**src/rtl/fb_dma_writer.sv**
```systemverilog
// fb_dma_writer: turns an RGB565 pixel stream into memory write bursts.
// A FWFT FIFO sits between the stream and the memory controller. A burst is
// requested only once every word it needs is already buffered.

// Purpose: generic first-word-fall-through FIFO built on a register array.
// Latency: a pushed word shows on head/level one cycle after the push.
// Backpressure: push is masked when full, pop is masked when empty.
module fb_fifo #(
  parameter int AW = 8,
  parameter int DW = 16
) (
  input  logic          clk,
  input  logic          rst,
  input  logic          push,
  input  logic [DW-1:0] push_dat,
  input  logic          pop,
  output logic [DW-1:0] head,
  output logic [AW:0]   level,
  output logic          full,
  output logic          empty
);

  logic [DW-1:0] mem_q [2**AW];
  logic [AW-1:0] wr_ptr_q, wr_ptr_d;
  logic [AW-1:0] rd_ptr_q, rd_ptr_d;
  logic [AW:0]   cnt_q, cnt_d;
  logic          push_ok;
  logic          pop_ok;

  // The count can only reach 2**AW when full, so its top bit is the full flag
  assign full    = cnt_q[AW];
  assign empty   = (cnt_q == '0);
  assign push_ok = push & ~full;
  assign pop_ok  = pop & ~empty;
  assign head    = mem_q[rd_ptr_q];
  assign level   = cnt_q;

  // Pointer and occupancy update; push and pop together leave the count alone
  always_comb begin
    wr_ptr_d = wr_ptr_q;
    rd_ptr_d = rd_ptr_q;
    cnt_d    = cnt_q;
    if (push_ok) begin
      wr_ptr_d = wr_ptr_q + AW'(1);
    end
    if (pop_ok) begin
      rd_ptr_d = rd_ptr_q + AW'(1);
    end
    if (push_ok && !pop_ok) begin
      cnt_d = cnt_q + (AW+1)'(1);
    end else if (pop_ok && !push_ok) begin
      cnt_d = cnt_q - (AW+1)'(1);
    end
  end

  // Storage array; contents need no reset because the count guards every read
  always_ff @(posedge clk) begin
    if (push_ok) begin
      mem_q[wr_ptr_q] <= push_dat;
    end
  end

  // Pointer and count registers
  always_ff @(posedge clk or posedge rst) begin
    if (rst) begin
      wr_ptr_q <= '0;
      rd_ptr_q <= '0;
      cnt_q    <= '0;
    end else begin
      wr_ptr_q <= wr_ptr_d;
      rd_ptr_q <= rd_ptr_d;
      cnt_q    <= cnt_d;
    end
  end

endmodule

// Purpose: write-side DMA; buffers pixels and issues write bursts to memory.
// Latency: mi_valid is raised 2 cycles after the blen-th word of a burst is pushed.
// Backpressure: in_ready drops when the FIFO is full or all words are accepted; mi_valid holds until mi_ready.
module fb_dma_writer #(
  parameter int FIFO_AW = 8
) (
  input  logic        clk,
  input  logic        rst,
  input  logic [22:0] cfg_base,
  input  logic [22:0] cfg_words,
  input  logic [6:0]  cfg_burst,
  input  logic        start,
  output logic        busy,
  output logic        done,
  input  logic [15:0] in_data,
  input  logic        in_valid,
  output logic        in_ready,
  output logic [22:0] mi_addr,
  output logic [6:0]  mi_len,
  output logic        mi_rw,
  output logic        mi_valid,
  input  logic        mi_ready,
  output logic [15:0] mi_wdata,
  input  logic        mi_wack,
  input  logic        mi_wlast
);

  localparam logic [1:0] S_IDLE = 2'd0;
  localparam logic [1:0] S_WAIT = 2'd1;
  localparam logic [1:0] S_REQ  = 2'd2;
  localparam logic [1:0] S_DATA = 2'd3;

  logic [1:0]  state_q, state_d;
  logic [22:0] acc_rem_q, acc_rem_d;
  logic [22:0] wr_rem_q, wr_rem_d;
  logic [22:0] addr_q, addr_d;
  logic [6:0]  burst_q, burst_d;
  logic [22:0] mi_addr_q, mi_addr_d;
  logic [6:0]  mi_len_q, mi_len_d;
  logic        done_q, done_d;

  logic [7:0]       burst_len;
  logic [7:0]       blen;
  logic             have_burst;
  logic             fifo_push;
  logic             fifo_pop;
  logic [15:0]      fifo_head;
  logic [FIFO_AW:0] fifo_level;
  logic             fifo_full;
  logic             fifo_empty;

  assign busy     = (state_q != S_IDLE);
  assign done     = done_q;
  assign mi_valid = (state_q == S_REQ);
  assign mi_rw    = 1'b0;
  assign mi_addr  = mi_addr_q;
  assign mi_len   = mi_len_q;
  assign mi_wdata = fifo_head;

  assign in_ready  = busy & ~fifo_full & (acc_rem_q != '0);
  assign fifo_push = in_valid & in_ready;
  // Acks outside DATA are ignored; the empty guard keeps a stray ack from popping nothing
  assign fifo_pop  = (state_q == S_DATA) & mi_wack & ~fifo_empty;

  fb_fifo #(
    .AW (FIFO_AW),
    .DW (16)
  ) u_fifo (
    .clk      (clk),
    .rst      (rst),
    .push     (fifo_push),
    .push_dat (in_data),
    .pop      (fifo_pop),
    .head     (fifo_head),
    .level    (fifo_level),
    .full     (fifo_full),
    .empty    (fifo_empty)
  );

  // Burst length is min(burst+1, wr_rem) in 8 bits; 128 still fits, and any
  // remainder with upper bits set is necessarily the larger operand
  always_comb begin
    burst_len = {1'b0, burst_q} + 8'd1;
    if ((wr_rem_q[22:8] != '0) || (wr_rem_q[7:0] >= burst_len)) begin
      blen = burst_len;
    end else begin
      blen = wr_rem_q[7:0];
    end
    have_burst = (32'(fifo_level) >= 32'(blen));
  end

  // Transfer sequencing: wait for a full burst in the FIFO, request, then stream it out
  always_comb begin
    state_d   = state_q;
    acc_rem_d = acc_rem_q;
    wr_rem_d  = wr_rem_q;
    addr_d    = addr_q;
    burst_d   = burst_q;
    mi_addr_d = mi_addr_q;
    mi_len_d  = mi_len_q;
    done_d    = 1'b0;

    if (fifo_push) begin
      acc_rem_d = acc_rem_q - 23'd1;
    end

    case (state_q)
      S_IDLE: begin
        if (start) begin
          if (cfg_words == '0) begin
            done_d = 1'b1;
          end else begin
            acc_rem_d = cfg_words;
            wr_rem_d  = cfg_words;
            addr_d    = cfg_base;
            burst_d   = cfg_burst;
            state_d   = S_WAIT;
          end
        end
      end
      S_WAIT: begin
        if (have_burst) begin
          mi_addr_d = addr_q;
          mi_len_d  = 7'(blen - 8'd1);
          state_d   = S_REQ;
        end
      end
      S_REQ: begin
        if (mi_ready) begin
          addr_d   = addr_q + {15'd0, blen};
          wr_rem_d = wr_rem_q - {15'd0, blen};
          state_d  = S_DATA;
        end
      end
      default: begin
        // An early wlast closes the burst; unsent words lead the next one
        if (mi_wack && mi_wlast) begin
          if (wr_rem_q == '0) begin
            done_d  = 1'b1;
            state_d = S_IDLE;
          end else begin
            state_d = S_WAIT;
          end
        end
      end
    endcase
  end

  // Control and address registers
  always_ff @(posedge clk or posedge rst) begin
    if (rst) begin
      state_q   <= S_IDLE;
      acc_rem_q <= '0;
      wr_rem_q  <= '0;
      addr_q    <= '0;
      burst_q   <= '0;
      mi_addr_q <= '0;
      mi_len_q  <= '0;
      done_q    <= 1'b0;
    end else begin
      state_q   <= state_d;
      acc_rem_q <= acc_rem_d;
      wr_rem_q  <= wr_rem_d;
      addr_q    <= addr_d;
      burst_q   <= burst_d;
      mi_addr_q <= mi_addr_d;
      mi_len_q  <= mi_len_d;
      done_q    <= done_d;
    end
  end

endmodule

```
**config.mk**
```make
export PLATFORM = sky130hd
export DESIGN_NAME = fb_dma_writer
export DESIGN_NICKNAME = d
export VERILOG_FILES = /design/src/rtl/fb_dma_writer.sv
export SDC_FILE = /design/constraint.sdc
export NUM_CORES = 2
export LEC_CHECK = 0
export BUFFER_PORTS_ARGS = -buffer_cell sky130_fd_sc_hd__buf_4
export CELL_PAD_IN_SITES_DETAIL_PLACEMENT = 1
export CELL_PAD_IN_SITES_GLOBAL_PLACEMENT = 1
export CORE_AREA = 3 3 696 560
export DETAILED_ROUTE_END_ITERATION = 6
export DIE_AREA = 0 0 699 563
export PLACE_DENSITY = 0.7
export SYNTH_ARGS = -nofsm -noshare
export SYNTH_HDL_FRONTEND = slang
export SYNTH_SLANG_ARGS = --single-unit
```
**constraint.sdc**
```tcl
create_clock -name clk -period 11.46 [get_ports clk]
set_clock_uncertainty 0.05 [all_clocks]
set_input_delay 2.292 -clock clk [delete_from_list [all_inputs] [get_ports clk]]
set_output_delay 2.292 -clock clk [all_outputs]
set_load 0.02 [all_outputs]
```
==> results_dict.tcl <==
set metrics [dict create \
    wirelength_um 438900 \
    die_w_um 699 \
    crit_buf_inv 3 \
    n_fill_cell 33780 \
    die_h_um 563 \
    crit_family "multiplexers" \
    root_buffer "clkbuf_16" \
    fin_crit_sh_pct 73.49 \
    syn_area_per_cell_um2 23.40 \
    num_io_pins 127 \
    p_comb_share_pct 29.6 \
    synthTopCellsByArea "edfxtp_1, mux4_2, dfrtp_1, nor2_1, clkbuf_1" \
    endpoint "mi_wdata[13]" \
    rsz0062_at_grt "no" \
    nets 7650 \
    total_power_uw 44100 \
    grt_overflow 0 \
    gp_congestion 0.8241 \
    power_frac_seq_pct 40.2 \
    ys_warn_count 0 \
    p_per_area_mw_per_mm2 235.9 \
    ir_drop_mv 0.2694 \
    async_flop_share_pct 3.168 \
    ant_nets 0 \
    dr.pass1.iters 5 \
    dieArea_mm2 0.3935 \
    io_buffers 125 \
    fin_crit_ns 8.422 \
    area_growth_pct 13.62 \
    drv_slew 0 \
    netlist_area_mm2 0.1645 \
    yosysTopAreaCellShare_pct 74.75 \
    cpPeakStageDelay_ns 1.15 \
    rows 203 \
    crit_path_start_kind "flop" \
    post_cts_buffers 0 \
    cts_tree "yes" \
    antenna_found_initial 33 \
    grt_pass1_vias 81800 \
    tightest_slew_ns 1.370 \
    switchingPower_uw 13420 \
    r2r-start "burst_q[0]" \
    synth-edff-count 4096 \
    holdBufCountCts 0 \
    num_vias 79420 \
    cap_violations 0 \
    post-dp-hpwl_um 252600 \
    setup_viol 0 \
    end_kind "primary output" \
    core_area_mm2 0.3825 \
    start_util_pct 43.02 \
    cp.depth 9 \
    drc_errors 0 \
    slew_headroom_pct 8.538 \
    status "finished, final reports clean" \
    drive_gt1_share_pct 33.22 \
    cts_resized 0 \
    cp_max_fo 94 \
    seq_area_frac_synth_pct 76.79 \
    worst_path_max_delay_cell "dfrtp_4" \
    cp.required_ns 9.12 \
    setup_ws_ns 3.038 \
    clk_pin_slew_worst_paths_ns 0.06 \
    p_leak_uw 0.05798 \
    yosys.cell_count.top_type "edfxtp_1" \
    clock-sinks 4230 \
    tns_ns 0 \
    intPower_uw 30690 \
    switching_share_pct 30.42 \
    grt_max_degree 193 \
    hold_viol 0 \
    clock.fmax_mhz 118.7 \
    wl_per_cell_um 33.76 \
    grt_pass1_wl_um 626900 \
    finish.utilization_pct 48.88 \
    synthTopCellsByCount "edfxtp_1, mux4_2, nor2_1, clkbuf_1, dfrtp_1" \
    cts_buffers 407 \
    power_frac_clock_pct 30.2 \
    place_ws_ns 3.960 \
    htree_levels 5 \
    crit_start "u_fifo.rd_ptr_q[0]" \
    clock_path_buffers 4 \
    yosysTopAreaCell "edfxtp_1" \
    path_class "reg -> out" \
    via_per_inst 6.109 \
    cp_cell_sequence "buf_12, buf_4, mux4_2, mux4_2, mux4_2, mux2_2, nand2_1, o21ai_0, buf_4" \
    timing.rr.end "addr_q[17]" \
    reg2regPathDepth 23 \
    synth-main-ff-cell "edfxtp_1" \
    detail_route.iter0.violations 12230 \
    syn_inst 7031 \
    gr-usage-all-layers_pct 22.16 \
    synth_seq_cells 4230 \
    reg2reg_slack_ns 4.52 \
    syn_nets 7154 \
    crit_arrival_ns 6.08 \
    cpMostUsedCell "mux4_2" \
    clkLatencyLatePin_ns 1.01 \
    hp-class "reg -> reg" \
    synth.distinct_cells 74 \
]
[cells in the final DEF, fill, tap and decap left out, types with 6 or more instances in the layout]
| master | count |
|---|---|
| dfrtp_1 | 127 |
| nor3_1 | 28 |
| nor4_1 | 17 |
| mux2_2 | 18 |
| and3_1 | 8 |
| or3_1 | 10 |
| clkinv_1 | 109 |
| clkinv_8 | 7 |
| xnor2_1 | 46 |
| a21oi_1 | 91 |
| nand2_2 | 16 |
| clkbuf_16 | 413 |
| clkinvlp_4 | 15 |
| o21ai_0 | 51 |
| nand3_1 | 32 |
| inv_1 | 50 |
| nor2_2 | 134 |
| buf_12 | 20 |
| bufinv_16 | 38 |
| inv_6 | 9 |
| nor2b_1 | 12 |
| clkbuf_8 | 16 |
| nor2_1 | 192 |
| clkbuf_1 | 70 |
| a21o_1 | 12 |
| buf_4 | 433 |
| o22ai_1 | 21 |
| mux2i_1 | 30 |
| mux2_4 | 29 |
| diode_2 | 12 |
| xor2_1 | 14 |
| nor2_4 | 8 |
| a31oi_1 | 8 |
| edfxtp_1 | 4096 |
| mux4_2 | 1349 |
| dfrtp_4 | 6 |
| clkinv_2 | 72 |
| ha_1 | 43 |
| nand2_1 | 93 |
[kinds of logic after synthesis]
| logic type | count (synthesis) | share of synthesized area (%) |
|---|---|---|
| flops | 4230 | 76.79 |
| mux | 1429 | 19.06 |
| simple gates | 582 | 1.516 |
| buf+inv | 435 | 1.009 |
| compound gates | 244 | 0.9079 |
| xor+xnor | 61 | 0.3331 |
| fa+ha+maj | 49 | 0.3832 |
| other cells | 1 | 0.002279 |
[through the flow]
step | std cells | hold WS (ns) | cell area, um2
after global routing | 12990 | 0.4710 | 186900
after global placement | 12240 | 0.4473 | 173900
final | 13000 | 0.4606 | 187000
after CTS | 12990 | 0.4609 | 186900
after detailed placement | 12240 | 0.4471 | 173900
after floorplan | 7031 | 0.4279 | 164500
[worst min path at each step]
stage | from | to | slack [ns] | depth (start not counted)
after floorplan | addr_q[0] | addr_q[0] | 0.43 | 2
after global placement | mi_addr[14] | mi_addr[14] | 0.45 | 1
after detailed placement | mi_addr[0] | mi_addr[0] | 0.45 | 1
after CTS | addr_q[2] | mi_addr[2] | 0.46 | 1
after global routing | mi_addr[7] | mi_addr[7] | 0.47 | 1
final | addr_q[2] | mi_addr[2] | 0.46 | 1
[power groups by stage]
stage / logic (uW) / registers, uW / clock network [uW]
6_report: 13100 / 17700 / 13300
5_1_grt: 13800 / 17800 / 14200
4_1_cts: 13200 / 17700 / 13600
3_5_place_dp: 13100 / 18100 / 0
3_3_place_gp: 12900 / 18000 / 0
2_1_floorplan: 8580 / 17800 / 0
[routing by layer]
layer | track usage, % | vias to the layer above | share of wire (%)
li1 | - | 31000 | -
met1 | 32.92 | 43290 | 41
met2 | 33.62 | 4462 | 46
met3 | 4.642 | 661 | 10
met4 | 5.881 | 14 | 2.8
met5 | 0 | - | 0.019
[worst register-to-register path: stages (launching register included)]
cell       delay (ns)
dfrtp_1          0.42
ha_1             0.27
nand3_1          0.11
xor2_1           0.62
ha_1             0.38
a21o_1           0.16
a21oi_1          0.13
o21ai_0          0.17
a311oi_2         0.78
nor2_1           0.10
a21oi_1          0.61
inv_1            0.11
ha_1             0.30
a21o_1           0.17
a21oi_1          0.22
o21ai_0          0.14
a21oi_1          0.25
o21ai_0          0.11
a21oi_1          0.27
nor2b_1          0.14
o2111ai_1        0.60
or2_2            0.28
nor3_1           0.08
a311oi_1         0.35
[layout make-up]
type                            count  area (um2)  share of cell area (%)
Antenna cell                       12       30.03                 0.01606
Clock buffer                      483       10600                   5.669
Clock inverter                    262        2449                   1.310
Inverter                           52       200.2                  0.1071
Multi-Input combinational cell   2366       36990                   19.79
Sequential cell                  4230      126400                   67.60
Tap cell                         5125        6412                   3.430
Timing Repair Buffer              470        3899                   2.085
[state kept, by name (all words and copies together), names as in the netlist]
| name | cells |
|---|---|
| wr_rem_q | 23 |
| u_fifo.wr_ptr_q | 8 |
| done | 1 |
| u_fifo.mem_q | 4096 |
| acc_rem_q | 23 |
| mi_addr | 23 |
| u_fifo.level | 9 |
| mi_len | 7 |
| burst_q | 7 |
| addr_q | 23 |
| u_fifo.rd_ptr_q | 8 |
| state_q | 2 |
Power figures use the tool's default switching activity.
